## config.mk

```make
export PLATFORM = sky130hd
export DESIGN_NAME = moore_sd_flat
export DESIGN_NICKNAME = d
export VERILOG_FILES = /design/src/rtl/moore_sd_if.sv /design/src/rtl/moore_sd.sv /design/src/flat_wrapper.sv
export SDC_FILE = /design/constraint.sdc
export NUM_CORES = 1
export LEC_CHECK = 0
export BUFFER_PORTS_ARGS = -buffer_cell sky130_fd_sc_hd__buf_2
export CAP_MARGIN = 20
export CORE_AREA = 2 2 39 41
export CTS_BUF_LIST = sky130_fd_sc_hd__clkbuf_16
export CTS_CLUSTER_DIAMETER = 40
export DETAILED_ROUTE_END_ITERATION = 10
export DIE_AREA = 0 0 41 43
export PLACE_DENSITY_LB_ADDON = 0.25
export SLEW_MARGIN = 20
export SYNTH_ARGS = -nofsm -noshare
export SYNTH_HDL_FRONTEND = slang
export SYNTH_SLANG_ARGS = --single-unit
export TNS_END_PERCENT = 5
```

## constraint.sdc

```tcl
create_clock -name clk -period 1.4 [get_ports clk]
set_clock_uncertainty 0.15 [all_clocks]
set_input_delay 0.07 -clock clk [delete_from_list [all_inputs] [get_ports clk]]
set_output_delay 0.07 -clock clk [all_outputs]
set_load 0.05 [all_outputs]
```

## src/rtl/moore_sd_if.sv

```systemverilog
// Serial stream interface for the Moore sequence detector.
// Stream semantics: there is no valid/ready pair. `in` carries one data bit
// per rising clock edge, and every edge is a sample. `out` is the registered
// match flag. It is high for the cycle after the edge that sampled the final
// pattern bit.
interface moore_sd_if;
  logic in;
  logic out;

  modport master (output in, input out);
  modport slave  (input in, output out);
endinterface

```

## src/rtl/moore_sd.sv

```systemverilog
// Moore serial sequence detector. The state holds the length of the longest
// pattern prefix that matches the most recent input bits. The flag is decoded
// from the state only, so it never depends on `in` combinationally.
module moore_sd #(
  parameter int                     PATTERN_LEN = 4,
  parameter logic [PATTERN_LEN-1:0] PATTERN     = 4'b1011,
  parameter bit                     OVERLAP     = 1'b1,
  localparam int                    SW          = $clog2(PATTERN_LEN + 1)
) (
  input  logic          clk,
  input  logic          clear,
  moore_sd_if.slave     bus,
  output logic [SW-1:0] dbg_state
);

  localparam logic [SW-1:0] LAST = SW'(PATTERN_LEN);

  typedef enum logic [SW-1:0] {
    S_IDLE = '0,
    S_DONE = LAST
  } state_t;

  // Next state from prefix length k on input bit b. The first pattern bit
  // is PATTERN[PATTERN_LEN-1]. On a mismatch, or from the full-match state
  // with overlap, the function searches for the longest prefix that is a
  // suffix of (matched prefix, b). This is the KMP fallback.
  function automatic int next_state(input int k, input bit b);
    int  l;
    int  idx;
    int  best;
    bit  ok;
    bit  sb;
    if (k < PATTERN_LEN) begin
      if (b == PATTERN[PATTERN_LEN-1-k]) return k + 1;
    end else if (!OVERLAP) begin
      return (b == PATTERN[PATTERN_LEN-1]) ? 1 : 0;
    end
    l    = k + 1;
    best = 0;
    for (int j = 1; j <= PATTERN_LEN; j++) begin
      if (j <= l) begin
        ok = 1'b1;
        for (int i = 0; i < PATTERN_LEN; i++) begin
          if (i < j) begin
            idx = l - j + i;
            if (idx < k) sb = PATTERN[PATTERN_LEN-1-idx];
            else         sb = b;
            if (PATTERN[PATTERN_LEN-1-i] != sb) ok = 1'b0;
          end
        end
        if (ok) best = j;
      end
    end
    return best;
  endfunction

  // The transition table is fixed when the design is elaborated. Each entry
  // is a constant driven from the parameters.
  logic [SW-1:0] nxt_tbl [PATTERN_LEN+1][2];

  for (genvar k = 0; k <= PATTERN_LEN; k++) begin : g_st
    for (genvar b = 0; b < 2; b++) begin : g_in
      assign nxt_tbl[k][b] = SW'(next_state(k, (b != 0)));
    end
  end

  state_t state_q, state_d;
  logic   out_q, out_d;

  // Next-state lookup. An encoding above S_DONE falls back to idle.
  // The flag is decoded from the next state, so it registers together
  // with the state.
  always_comb begin
    state_d = S_IDLE;
    out_d   = 1'b0;
    if (state_q <= LAST) begin
      state_d = state_t'(nxt_tbl[state_q][bus.in]);
    end
    out_d = (state_d == S_DONE);
  end

  // State and flag registers. Clear forces idle immediately.
  always_ff @(posedge clk or posedge clear) begin
    if (clear) begin
      state_q <= S_IDLE;
      out_q   <= 1'b0;
    end else begin
      state_q <= state_d;
      out_q   <= out_d;
    end
  end

  assign bus.out   = out_q;
  assign dbg_state = state_q;

endmodule

```

## src/flat_wrapper.sv

```systemverilog
// flat-port wrapper written by rule: the top's interface ports become plain ports
module moore_sd_flat 
#(
  parameter int                     PATTERN_LEN = 4,
  parameter logic [PATTERN_LEN-1:0] PATTERN     = 4'b1011,
  parameter bit                     OVERLAP     = 1'b1,
  localparam int                    SW          = $clog2(PATTERN_LEN + 1)
)
  (clk, clear, dbg_state, bus_in, bus_out);
  moore_sd_if bus_i ();
  input  logic clk;
  input  logic clear;
  output logic [SW-1:0] dbg_state;
  input wire logic [$bits(bus_i.in)-1:0] bus_in;
  output wire logic [$bits(bus_i.out)-1:0] bus_out;
  assign bus_i.in = bus_in;
  assign bus_out = bus_i.out;
  moore_sd #(.PATTERN_LEN(PATTERN_LEN), .PATTERN(PATTERN), .OVERLAP(OVERLAP)) u_core (.clk(clk), .clear(clear), .bus(bus_i), .dbg_state(dbg_state));
endmodule
```

==> impl.org, run 1 <==
** Run status
- The run finished with clean final reports.

** Die
- The initial utilization of the core area, before any placement, comes to between 10 and 15%.
- In this run the vertical extent of the chip is 43 um.
- Floorplan Core Area :: between 1000 and 1500 sq um
- Die ar. :: 1760 sq um
- Number of core rows :: 14
- Count of boundary I/O pins :: 7
- Die Span X :: approximately 41 um

** Power and ir drop
- Combinational cells account for between 10% and 20% of the total power.
- Fraction of power spent switching nets :: between 20% and 30%
- Clock power share :: 69.1%
- Leakage :: 0.000158 uW
- Maximum resistive drop on vdd :: 339 uV
- In this run the power density over the cells is 2020 nW/um^2.
- Internal Dissipation :: 518 uW
- The analysis attributes to net switching a power of 145 uW.
- Sequential share of power :: 20.9%

** Detailed routing
- For this run, design rule violations remaining after detail routing come to 0.
- The first TritonRoute pass finished after 2 iterations.
- Starting DRT DRC Count :: 2
- Total wirelength of the detailed-routed design :: 432 um
- Dividing the detail-routed via count by the number of cells gives 3.64.
- Number of antenna-violating nets in the routed design :: 0
- Summing over every cut layer, the via total after detailed routing is 153.
- Dividing the detail-routed wire length by the instance count gives approximately 10 um.

** Finish
- 0 antenna diodes ended up in the layout.
- Sequential standard cell area :: 104 sq um
- Number of fill cells :: 152
- Excluding fillers, the count of instances in the completed layout stands at 42.
- Summing all multi-input logic gate instances after layout gives 71.3 sq um.
- Final net count :: 30
- Compared with the post-synthesis result, the final layout area differs by 87.1%.
- Share of layout cells above drive strength 1 :: 53.8%

** Setup path
- Worst-case register-to-register setup slack :: around 0.18 ns
- STA classifies the critical path startpoint as a primary input.
- The worst setup path is of the in2reg kind.
- At the worst endpoint, the arrival time is 1.22 ns.
- The number of cells on the worst reg-to-reg path is 2.
- Crit path max fanout :: 6
- Endpoint required time on the critical path :: 1.35 ns
- The worst setup path is captured at a flip-flop.

** Timing
- Slew at the pin closest to its max-slew limit :: 0.266 ns
- Of the available clock period, the critical path in the final layout requires 90.8%.
- Adding up every negative setup slack in the final design gives 0 ns.
- After layout, the minimum clock period comes to 1.27 ns.
- Setup repair after global routing left no endpoint under its margin.
- The number of hold-slack violations in the final timing report was 0.
- Setup violations remaining at the end of the flow were counted as 0.
- Number of max-slew violations in the final report :: 0
- In this run the tightest slew margin relative to its limit is 82.0%.
- Max Clk Rate :: 787 MHz

** CTS
- Clock tree from TritonCTS :: built
- Clock sink count :: 4
- After clock tree synthesis, the clock-pin slew on the worst setup and hold paths is 0.03 ns.
- Clk Latency, worst-skew pair :: 0.23 ns
- The tree is rooted in a sky130_fd_sc_hd__clkbuf_16.
- Counting along the longest clock path gives a buffer depth of 2.
- CTS H-Tree Depth :: 1
- In this run, CTS created clock tree buffers numbering 3.

** Global routing
- The via count of the first global-routing pass was 170.
- The first global-routing pass estimated 731 um of wire.
- For this run, the total global-route usage over all layers was measured as around 7.4%.
- Entering global routing, the biggest net connects 9 pins.
- Number of antenna violations at the first check in global routing :: 0
- Remaining global-route overflow :: 0

** Yosys
- In this run the mean area of a mapped cell was 12.5 sq um.
- Dominant cell by count in the synthesized netlist :: sky130_fd_sc_hd__dfrtp_1
- Sequential fraction of the synthesis area :: between 50% and 60%
- Counting every net in the synthesized netlist gives 17.
- After synthesis the netlist holds a flip-flop and latch count of 4.
- Synth area leaders :: sky130_fd_sc_hd__dfrtp_1, sky130_fd_sc_hd__and4b_2, sky130_fd_sc_hd__nor4bb_1
- Of all flip-flops after synthesis, the portion carrying an async set or reset was 100%.
- Distinct cell type count of the synthesized netlist :: 10
- The cell area that synthesis handed to floorplanning was 175 sq um.
- The share of synthesized area in the top cell type comes to 57.1%.
- Number of synthesis warnings :: 0
- Yosys mapped a number of flops with a built-in enable equal to 0.
- In the synthesized netlist, the number of instances is 14.
- For this run, the leading register cell type out of synthesis is sky130_fd_sc_hd__dfrtp_1.
- Commonest cells post-synth :: sky130_fd_sc_hd__dfrtp_1, sky130_fd_sc_hd__and4b_2
- Post-synthesis cell type with the largest combined area :: sky130_fd_sc_hd__dfrtp_1

** Place
- Total placed cells including tap cells :: 36
- IO buf count :: 6
- Routability-driven placement congestion ratio :: 0.538

** Job
- Max-cap violations in this run came to 0.

** Worst hold path
- Classification of the worst-slack hold path :: in2async
routing by layer:
metal  track usage [%]  wire length (um)
met1              6.13               164
met2              8.75               209
met3              4.71                37
met4              12.0                21
met5                 0                 0
placed cells by master, fill, tap and decap left out, drive strengths merged, types with 2 or more instances in the layout:
cell type | netlist | routed
dfrtp | 4 | 4
clkbuf | 0 | 3
inv | 1 | 2
and4b | 2 | 2
dlygate4sd3 | 0 | 2
buf | 0 | 6
flip-flops by register name, summed over array words and instances, names as in the netlist:
register and count:
u_core.bus.out 1, u_core.dbg_state 3
logic make-up (layout without fill, tap and decap cells):
logic type      Yosys count  count (layout)  synth area share [%]
compound gates            2               2                  7.14
buf+inv                   1              13                  2.14
simple gates              7               7                  33.6
flops                     4               4                  57.1
per-stage QoR:
stage	hold slack (ns)	cell area, sq um	setup slack (ns)	utilization (%)	power (uW)
floorplan	-0.314	179	0.0616	-	184
global placement	-0.199	229	0.176	16.5	201
detailed placement	-0.190	229	0.180	16.5	201
CTS	0.117	328	0.129	23.7	671
global route	0.173	328	0.0878	23.7	689
finish	0.113	328	0.129	23.7	663
power by group through the flow:
| stage | Sequential (uW) | Clock (uW) | Combinational [uW] |
|---|---|---|---|
| after floorplan | 168 | 0 | 16.0 |
| after global placement | 139 | 0 | 61.9 |
| after detailed placement | 139 | 0 | 62.4 |
| after CTS | 139 | 466 | 66.9 |
| after global routing | 142 | 476 | 70.8 |
| final | 139 | 458 | 66.3 |
final cells by class:
class | instances | share of cell area (%)
Multi-Input combinational cell | 9 | 21.8
Sequential cell | 4 | 31.7
Clock buffer | 3 | 22.9
Clock inverter | 1 | 1.15
Inverter | 1 | 1.15
Tap cell | 16 | 6.11
Timing Repair Buffer | 8 | 15.3
final timing paths:
path,start,end
worst max-delay path,bus_in,u_core.dbg_state[1]
worst min-delay path,clear,u_core.dbg_state[1]
worst max register to register,u_core.dbg_state[2],u_core.dbg_state[1]
worst min register to register,u_core.dbg_state[1],u_core.dbg_state[0]
max in group asynchronous,clear,u_core.dbg_state[2]
min in group clk,u_core.dbg_state[1],u_core.dbg_state[0]
worst max-delay path: stages:
cell and delay (ns):
sky130_fd_sc_hd__dlygate4sd3_1 0.53, sky130_fd_sc_hd__buf_2 0.15, sky130_fd_sc_hd__nor4bb_1 0.14, sky130_fd_sc_hd__or3_1 0.33
what timing repair did:
item / 4_1_cts / 5_1_grt
buffers inserted: 0 / 0
setup endpoints to repair: 0 / 0
gates resized for setup: 0 / 0
hold endpoints to repair: 5 / 0
hold buffers: 2 / 0
Note: power is estimated with default switching activity, not from simulation.
==> run 2: changes to the inputs <==
==> constraint.sdc (replaced) <==
create_clock -name clk -period 1.6 [get_ports clk]
set_clock_uncertainty 0.15 [all_clocks]
set_input_delay 0.08 -clock clk [delete_from_list [all_inputs] [get_ports clk]]
set_output_delay 0.08 -clock clk [all_outputs]
set_load 0.05 [all_outputs]
==> run 2 against run 1 <==
  * Sequential share of layout area is 0.43 points lower
  * Flip-flop and latch count stayed put
  * Sequential power is 14% lower
  * Global-route usage is 1.3 points lower
  * Combinational power is 13% lower
  * Die area stayed put
  * Core utilization is 0.54 points lower
  * Total power is 15% lower
  * Critical path depth stayed put
==> impl.org, run 2 (same netlist as run 1, synthesis figures left out) <==
** Power and ir drop
- Power per unit of standard cell area :: roughly 1700 nW/um^2
- Psw :: 113 uW
- Maximum resistive drop on vdd :: 687 uV
- Internal Dissipation :: ~450 uW
- In this run switching power makes up around a fifth of total power.
- Combinational logic burns 10.2% of the power.
- Leakage :: 0.000156 uW
- The clock network accounts for between 60% and 70% of the total power.
- Sequential share of power :: 21.3%

** Detailed routing
- Wires add up to between 300 and 400 um.
- In the routed design, unresolved DRC markers number 0.
- Avg WL per Cell :: 9.24 um
- The detail route stage leaves a number of antenna-violating nets equal to 0.
- After the first detailed-routing iteration, the DRC count stood at 1.
- Average vias per placed instance :: roughly 3.7
- The detailed router placed 151 vias in this run.
- Number of detailed-routing iterations run before antenna repair :: 2

** Setup path
- Critical Path Start Type :: primary input
- Endpoint required time on the critical path :: 1.54 ns
- The worst register-to-register path begins at u_core.dbg_state[2].
- The critical path starts at bus_in.
- In this run the worst path has a maximum fanout of 6.
- Among all stages on the critical path, the largest delay is contributed by sky130_fd_sc_hd__dlygate4sd3_1.
- The number of buffers and inverters on the critical path is 2.
- For this run, the slowest stage of the critical path takes 0.53 ns.
- The endpoint identified for the worst register-to-register timing path is u_core.dbg_state[1].
- On the critical path the largest part of the delay comes from buffers and inverters.
- Classification of the worst setup path :: in2reg
- Worst-case register-to-register setup slack :: 0.36 ns
- The worst register-to-register path has a depth of 2.
- CP endpoint kind :: flip-flop
- CP Cell Sequence :: dlygate4sd3_1 -> buf_2 -> nor4bb_1 -> or3_1
- CP Data Arrival Time :: 1.23 ns

** Place
- Routability-driven placement congestion ratio :: 0.537
- The count of buffers added on input and output ports is 6.
- Worst-case setup slack after placement :: 0.360 ns

** Timing
- Post-Route Setup TNS :: 0 ns
- Setup violations remaining at the end of the flow were counted as 0.
- Number of hold violations in the final report :: 0
- In the finished design, the share of the clock period the worst path needs comes to 80.7%.
- At the pin with the least slew margin, the transition time is ~0.25 ns.
- Setup repair after global routing missed its margin :: false
- Number of max-slew violations in the final report :: 0
- Worst slew slack as a fraction of its limit :: 83.5%
- The routed design could run at a clock period as short as 1.29 ns.
- Timing would allow up to 775 MHz.
- Hold_ws :: 0.134 ns
- Once routing completed, OpenROAD measured the worst setup slack at 0.309 ns.

** Job
- Max capacitance violation total :: 0

** Global routing
- Number of global-route vias before repair :: 145
- The total overflow left after global routing is 0.
- The first global-routing pass estimated 634 um of wire.
- Maximum number of pins on one net before global-route repair :: 9
- Global routing used under 10% of the available tracks across all layers.
- Number of antenna violations at the first check in global routing :: 0

** CTS
- TritonCTS built the clock tree.
- Clk Latency, worst-skew pair :: 0.22 ns
- In this run, CTS created clock tree buffers numbering 3.
- Clock-pin slew was measured on the worst setup and hold paths at 0.03 ns.
- Cell chosen for the clock root :: sky130_fd_sc_hd__clkbuf_16
- The longest clock path from root to sink contains 2 buffers.
- Buffers added to address setup during post-CTS repair amount to 0.
- Clock tree synthesis found a total of 4 sinks.
- CTS built an H-tree with a depth of 1.

** Die
- Number of core rows :: 14
- Count of boundary I/O pins :: 7
- Chip height :: 43 um
- Floorplan Core Area :: 1380 sq um
- The die covers 1760 sq um.
- Die Span X :: 41 um
- Initial core utilization :: 12.7%

** Finish
- In the final layout, the share of cells above drive strength 1 is 44.0%.
- Most frequent standard cell in the layout excluding fill and tap cells :: sky130_fd_sc_hd__buf_2
- 0 antenna diodes ended up in the layout.
- Highest-count cells in the layout ignoring fill and taps :: sky130_fd_sc_hd__buf_2, sky130_fd_sc_hd__dfrtp_1, sky130_fd_sc_hd__clkbuf_16
- Number of flip-flops in the largest register :: 3
- Relative to the synthesized area, the layout overhead comes to 82.9%.
- Final net count :: 30

** Worst hold path
- In this run the worst hold path is classified as in2async.

** Run status
- The run finished with clean final reports.
==> run 2: changes by cell type in the layout (fill, tap and decap cells not counted) <==
cell	before	now
sky130_fd_sc_hd__dfrtp_1	1	4
sky130_fd_sc_hd__dfrtp_2	3	0
sky130_fd_sc_hd__inv_1	2	1
==> run 2: worst max-delay path by stage <==
stage / endpoint / depth (start not counted)
after global placement: u_core.dbg_state[1] / 2
after CTS: u_core.dbg_state[1] / 4
after detailed placement: u_core.dbg_state[1] / 2
final: u_core.dbg_state[1] / 4
after floorplan: u_core.dbg_state[1] / 2
after global routing: u_core.dbg_state[1] / 4
==> run 2: layout make-up <==
type | instances | area [sq um]
clock buffer | 3 | 75.1
fill | 150 | 1060
inverter | 1 | 3.75
tap | 16 | 20.0
sequential | 4 | 100
multi-input combinational | 9 | 71.3
timing repair buffer | 8 | 50.0
==> run 2: worst reg2reg max path: stages (launching register included) <==
cell                      delay (ns)
sky130_fd_sc_hd__dfrtp_1        0.43
sky130_fd_sc_hd__nor4b_1        0.17
sky130_fd_sc_hd__or3_1          0.36
==> run 2: stage by stage <==
| stage | instances | instance area [sq um] | power, uW | utilization [%] |
|---|---|---|---|---|
| after detailed placement | 36 | 225 | 175 | 16.3 |
| after global routing | 41 | 320 | 587 | 23.1 |
| after global placement | 36 | 225 | 173 | 16.3 |
| final | 41 | 320 | 560 | 23.1 |
| after floorplan | 14 | 175 | 160 | - |
| after CTS | 41 | 320 | 570 | 23.1 |
==> run 2: timing repair <==
action | CTS | global route
hold buffers | 2 | 0
hold endpoints to repair | 5 | 0
gates resized for setup | 0 | 0
==> run 2: power by group through the flow <==
stage                     Combinational, uW  Clock (uW)  Sequential [uW]
after floorplan                        14.1           0              146
after global placement                 53.3           0              120
after detailed placement               54.4           0              121
after CTS                              58.1         392              120
after global routing                   62.1         402              122
final                                  57.4         383              120
==> run 2: per-layer routing <==
layer | wire, um | track usage, % | vias up
met5 | 0 | 0 | -
met4 | 0 | 4.00 | 0
met3 | 41 | 7.85 | 0
met2 | 148 | 6.88 | 7
met1 | 189 | 5.83 | 69
li1 | - | - | 75
